==> config.mk <==
export PLATFORM = sky130hd
export DESIGN_NAME = shm_dma_requester
export DESIGN_NICKNAME = d
export VERILOG_FILES = /design/src/rtl/shm_dma_requester.sv
export SDC_FILE = /design/constraint.sdc
export NUM_CORES = 1
export LEC_CHECK = 0
export CAP_MARGIN = 25
export CORE_ASPECT_RATIO = 2
export CORE_UTILIZATION = 34
export CTS_CLUSTER_SIZE = 30
export DETAILED_ROUTE_END_ITERATION = 8
export PLACE_DENSITY = 0.65
export SYNTH_ARGS = -nofsm -noshare
export SYNTH_HDL_FRONTEND = slang
export SYNTH_SLANG_ARGS = --single-unit
==> constraint.sdc <==
create_clock -name clock -period 2.6 [get_ports clock]
set_input_delay 0.26 -clock clock [delete_from_list [all_inputs] [get_ports clock]]
set_output_delay 0.26 -clock clock [all_outputs]
set_load 0.005 [all_outputs]
==> src/rtl/shm_dma_requester.sv <==
// Processor-side requester for the shared-memory DMA. Core commands go into a 2-entry FIFO
// and are issued one at a time over the toggle trigger/ack handshake. A status is returned for each.
module shm_dma_requester #(
  parameter int SIZE      = 4,
  parameter int PROCSIZE  = 4,
  parameter int PAGE_SIZE = 2,
  parameter int TIMEOUT   = 255
) (
  input  logic                      clock,
  input  logic                      start,
  input  logic                      cmd_valid,
  output logic                      cmd_ready,
  input  logic [1:0]                cmd_action,
  input  logic [SIZE-1:0]           cmd_ptr,
  input  logic [PROCSIZE-1:0]       cmd_copy_start,
  input  logic [PROCSIZE-1:0]       cmd_copy_length,
  output logic                      trigger,
  output logic [1:0]                action,
  output logic [SIZE-1:0]           ptr,
  output logic [PROCSIZE-1:0]       copy_start,
  output logic [PROCSIZE-1:0]       copy_length,
  input  logic                      ack,
  input  logic [SIZE-PAGE_SIZE-1:0] ptr_in,
  output logic                      resp_valid,
  input  logic                      resp_ready,
  output logic [1:0]                resp_status,
  output logic [SIZE-PAGE_SIZE-1:0] resp_page,
  output logic                      busy
);

  localparam logic [1:0] ACT_FREE    = 2'd2;
  localparam logic [1:0] ACT_ILLEGAL = 2'd3;
  localparam logic [1:0] ST_OK       = 2'd0;
  localparam logic [1:0] ST_BAD_ARG  = 2'd1;
  localparam logic [1:0] ST_TIMEOUT  = 2'd2;
  localparam logic [PROCSIZE:0] LOCAL_WORDS = {1'b1, {PROCSIZE{1'b0}}};
  localparam logic [7:0] TIMEOUT_CYCLES = 8'(TIMEOUT);

  typedef struct packed {
    logic [1:0]          action;
    logic [SIZE-1:0]     ptr;
    logic [PROCSIZE-1:0] copyStart;
    logic [PROCSIZE-1:0] copyLength;
  } cmd_t;

  typedef enum logic [1:0] {S_IDLE, S_ISSUE, S_WAIT, S_RESP} state_t;

  cmd_t                      fifoMem_q [2];
  logic                      wrPtr_q, wrPtr_d;
  logic                      rdPtr_q, rdPtr_d;
  logic [1:0]                count_q, count_d;
  logic                      push, pop;
  cmd_t                      head;
  logic [PROCSIZE:0]         endAddr;
  logic                      badArg;

  state_t                    state_q;
  cmd_t                      cur_q;
  logic                      trigger_q;
  logic [1:0]                action_q;
  logic [SIZE-1:0]           ptr_q;
  logic [PROCSIZE-1:0]       copyStart_q;
  logic [PROCSIZE-1:0]       copyLength_q;
  logic                      lastAck_q;
  logic                      stale_q;
  logic [7:0]                timer_q;
  logic                      respValid_q;
  logic [1:0]                respStatus_q;
  logic [SIZE-PAGE_SIZE-1:0] respPage_q;

  assign cmd_ready = (count_q != 2'd2);
  assign push      = cmd_valid && cmd_ready;
  assign pop       = (state_q == S_IDLE) && (count_q != 2'd0) && !respValid_q;
  assign head      = fifoMem_q[rdPtr_q];

  // The end address needs one extra bit so a window ending exactly at the top of local memory is legal
  assign endAddr = {1'b0, head.copyStart} + {1'b0, head.copyLength};
  assign badArg  = (head.action == ACT_ILLEGAL)
                || ((head.action != ACT_FREE) && (head.copyLength == '0))
                || (endAddr > LOCAL_WORDS);

  always_comb begin
    wrPtr_d = wrPtr_q;
    rdPtr_d = rdPtr_q;
    count_d = count_q;
    if (push) wrPtr_d = ~wrPtr_q;
    if (pop)  rdPtr_d = ~rdPtr_q;
    case ({push, pop})
      2'b10:   count_d = count_q + 2'd1;
      2'b01:   count_d = count_q - 2'd1;
      default: count_d = count_q;
    endcase
  end

  always_ff @(posedge clock) begin
    if (start) begin
      wrPtr_q <= 1'b0;
      rdPtr_q <= 1'b0;
      count_q <= 2'd0;
    end else begin
      wrPtr_q <= wrPtr_d;
      rdPtr_q <= rdPtr_d;
      count_q <= count_d;
    end
  end

  always_ff @(posedge clock) begin
    if (push) fifoMem_q[wrPtr_q] <= {cmd_action, cmd_ptr, cmd_copy_start, cmd_copy_length};
  end

  always_ff @(posedge clock) begin
    if (start) begin
      state_q      <= S_IDLE;
      cur_q        <= '0;
      trigger_q    <= 1'b0;
      action_q     <= '0;
      ptr_q        <= '0;
      copyStart_q  <= '0;
      copyLength_q <= '0;
      lastAck_q    <= ack;
      stale_q      <= 1'b0;
      timer_q      <= '0;
      respValid_q  <= 1'b0;
      respStatus_q <= ST_OK;
      respPage_q   <= '0;
    end else begin
      // Outside WAIT any ack edge belongs to an abandoned or timed-out command and is swallowed
      if ((state_q != S_WAIT) && (ack != lastAck_q)) begin
        lastAck_q <= ack;
        stale_q   <= 1'b0;
      end
      case (state_q)
        S_IDLE: begin
          if (pop) begin
            cur_q <= head;
            if (badArg) begin
              respStatus_q <= ST_BAD_ARG;
              respValid_q  <= 1'b1;
              state_q      <= S_RESP;
            end else begin
              state_q <= S_ISSUE;
            end
          end
        end
        S_ISSUE: begin
          action_q     <= cur_q.action;
          ptr_q        <= cur_q.ptr;
          copyStart_q  <= cur_q.copyStart;
          copyLength_q <= cur_q.copyLength;
          trigger_q    <= ~trigger_q;
          timer_q      <= '0;
          state_q      <= S_WAIT;
        end
        S_WAIT: begin
          if (ack != lastAck_q) begin
            lastAck_q <= ack;
            if (stale_q) begin
              stale_q <= 1'b0;
            end else begin
              respPage_q   <= ptr_in;
              respStatus_q <= ST_OK;
              respValid_q  <= 1'b1;
              state_q      <= S_RESP;
            end
          end else if (timer_q == TIMEOUT_CYCLES) begin
            respStatus_q <= ST_TIMEOUT;
            stale_q      <= 1'b1;
            respValid_q  <= 1'b1;
            state_q      <= S_RESP;
          end else begin
            timer_q <= timer_q + 8'd1;
          end
        end
        S_RESP: begin
          if (resp_ready) begin
            respValid_q <= 1'b0;
            state_q     <= S_IDLE;
          end
        end
        default: state_q <= S_IDLE;
      endcase
    end
  end

  assign trigger     = trigger_q;
  assign action      = action_q;
  assign ptr         = ptr_q;
  assign copy_start  = copyStart_q;
  assign copy_length = copyLength_q;
  assign resp_valid  = respValid_q;
  assign resp_status = respStatus_q;
  assign resp_page   = respPage_q;
  assign busy        = (count_q != 2'd0) || (state_q != S_IDLE);

endmodule

==> impl_metrics.yaml <==
run_status:
  outcome: "finished clean"
timing:
  skew_ps: 5.17
  finalCritPeriodShare: 0.986
  setup_slack_ps: 37.2
  setup_viol: 0
  timing.slew.headroom: 0.571
  post-route-min-period_ps: 2560
  finalSetupTns_ps: 0
  fmax_mhz: 390
  rsz0062_at_grt: "yes"
  tightest_slew_ps: 644
  hold_violations: 0
  maxSlewViolCount: 0
  holdWs_ps: 477
power_and_ir_drop:
  vdd_drop_max_mv: 0.404
  power_density_mw_per_mm2: 1020
  finalPower_w: 0.00429
  leakagePower_nw: 1.49
floorplan:
  fp.dieW_um: 71.5
  rows: 50
  core_mm2: 0.00938
  die_h_um: 141
  dieArea_mm2: 0.0101
  ios: 43
  start_util: 0.350
cells_and_area:
  n_antenna_cell: 0
  num-nets-final: 373
  fill_cells: 867
  regArea_mm2: 0.00187
  syn_to_final_growth_pct: 28.0
  drive_above_1_share: 0.136
  multi_input_area_mm2: 0.00139
setup_path:
  worstPathRequired_ps: 2860
  worst_path_max_delay_cell: "or4_4"
  cp_num_buf_inv: 2
  arrival_ps: 2830
  worstSetupPathType: "reg -> reg"
  crit_family: "compound AO/OA/AOI/OAI gates"
  crit_chain: "buf_4 -> buf_4 -> mux2_2 -> ha_1 -> a21oi_1 -> o31a_4 -> or4_4 -> a21oi_1"
  crit_path_end_kind: "flip-flop"
  max_stage_delay_ps: 410
  cp_max_fo: 8
  crit_path_start_kind: "flip-flop"
synthesis:
  synth_nets: 325
  ys_warn_count: 0
  ys_top_cells_by_count: "dfxtp_1, nor2_1, edfxtp_1, mux2i_1"
  async_reset_ff_frac: 0
  ys.flop_type: "dfxtp_1"
  postSynthCellCount: 293
  synth_seq_cells: 79
  ys_types: 46
  netlist_area_mm2: 0.00328
  yosysTopAreaCell: "dfxtp_1"
  synth_area_leaders: "dfxtp_1, edfxtp_1, mux2i_1"
  synth.avg_cell_area_um2: 11.2
  yosysSeqAreaShare: 0.568
  synth-edff-count: 28
  synth_top_area_share: 0.311
  yosysMostFrequentCell: "dfxtp_1"
global_routing:
  grt_overflow: 0
  antenna_found_initial: 0
  grt_max_degree: 50
  first_global_vias: 2216
  grt_pass1_wl_um: 10400
  grt_usage: 0.137
detailed_routing:
  wl_um: 6300
  wl_per_cell_um: 14.0
  first_pass_iters: 4
  postRouteAntennaNets: 0
  vias_per_cell: 4.90
  initialDrtViolationCount: 65
  dr_total_vias: 2207
  drc: 0
clock_tree:
  holdBufCountCts: 0
  ctsHtreeMaxLevel: 3
  clockBufferDepth: 2
  clkTransAtPathRegs_ps: 60
  cts_tree: "built"
  cts_root_buf: "clkbuf_16"
  numCtsBuffers: 9
  clock-sinks: 79
  clkLatencyLatePin_ps: 330
placement:
  place.gp.congestion: 0.834
  dp_slack_ps: -14.1
  io_buffers: 42
  dp_hpwl_um: 4760
job:
  maxCapViolations: 0
min_path:
  min_path_type: "in -> reg"
  hp-start: "ack"
==> worst paths after layout <==
check / end / cells after the start / slack [ps]
setup / recovery: resp_valid / 8 / 40
hold / removal: lastAck_q / 1 / 480
setup reg to reg: resp_valid / 8 / 40
hold reg to reg: resp_page[0] / 2 / 480
==> routing by layer <==
| metal | global-route usage | vias up | part of all wire |
|---|---|---|---|
| li1 | - | 1128 | - |
| met1 | 0.130 | 1029 | 0.37 |
| met2 | 0.256 | 42 | 0.57 |
| met3 | 0.0379 | 8 | 0.033 |
| met4 | 0.0753 | 0 | 0.021 |
| met5 | 0 | - | 0 |
==> cell type report <==
| type | count | share of cell area |
|---|---|---|
| Timing Repair Buffer | 50 | 0.114 |
| Clock buffer | 9 | 0.0536 |
| Tap cell | 104 | 0.0310 |
| Clock inverter | 7 | 0.0188 |
| Sequential cell | 79 | 0.444 |
| Inverter | 8 | 0.00715 |
| Multi-Input combinational cell | 193 | 0.331 |
==> timing repair <==
item	CTS	global route
pin swaps	0	2
resized for setup	1	7
hold endpoints to repair	0	0
endpoints found under the setup margin	2	2
setup buffers	0	1
==> cells by family after synthesis <==
kind of cell    Yosys count  share of synthesized area
fa+ha+maj                11                     0.0442
flops                    79                      0.568
buf+inv                  21                     0.0297
compound gates           41                     0.0839
mux                      34                      0.107
simple gates             97                      0.141
xor+xnor                 10                     0.0267
==> through the flow <==
stage	utilization	cells	area, um^2
3_5_place_dp	0.410	433	3850
5_1_grt	0.448	450	4200
2_1_floorplan	-	293	3320
6_report	0.448	450	4200
3_3_place_gp	0.410	433	3850
4_1_cts	0.443	449	4160
==> flip-flops by register name (all words and copies together) (netlist names), 4 cells and up, named ones only <==
name	flops
copy_length	4
copy_start	4
cur_q	14
fifoMem_q	28
ptr	4
timer_q	8
==> cells in the final DEF, fill, tap and decap left out, types with 2 or more instances in the layout <==
cell,netlist,layout
and3_1,2,2
nor2b_1,3,2
clkbuf_16,0,9
a211oi_1,9,9
a21oi_1,16,16
inv_1,7,5
mux2i_1,27,25
ha_1,10,9
o21ai_0,4,4
clkdlybuf4s50_1,0,42
inv_2,1,3
nor3_1,5,5
nor2_1,42,42
edfxtp_1,28,28
clkinv_4,0,2
dfxtp_1,51,50
or2_1,3,3
nand2_1,16,16
buf_4,2,8
nand4_1,2,2
nand2b_1,3,3
xnor2_1,5,5
o21ai_1,3,3
xor2_1,5,5
mux2i_4,0,3
or3_1,4,4
mux2_2,6,5
nand3_1,10,10
==> power breakdown <==
| group | switching (W) | leakage, nW | internal [W] |
|---|---|---|---|
| logic | 0.000700 | 0.660 | 0.000680 |
| clock network | 0.000505 | 0.152 | 0.000755 |
| registers | 0.000135 | 0.678 | 0.00152 |
| total | 0.00134 | 1.49 | 0.00295 |
No activity file was read; power rests on OpenSTA's default activity.
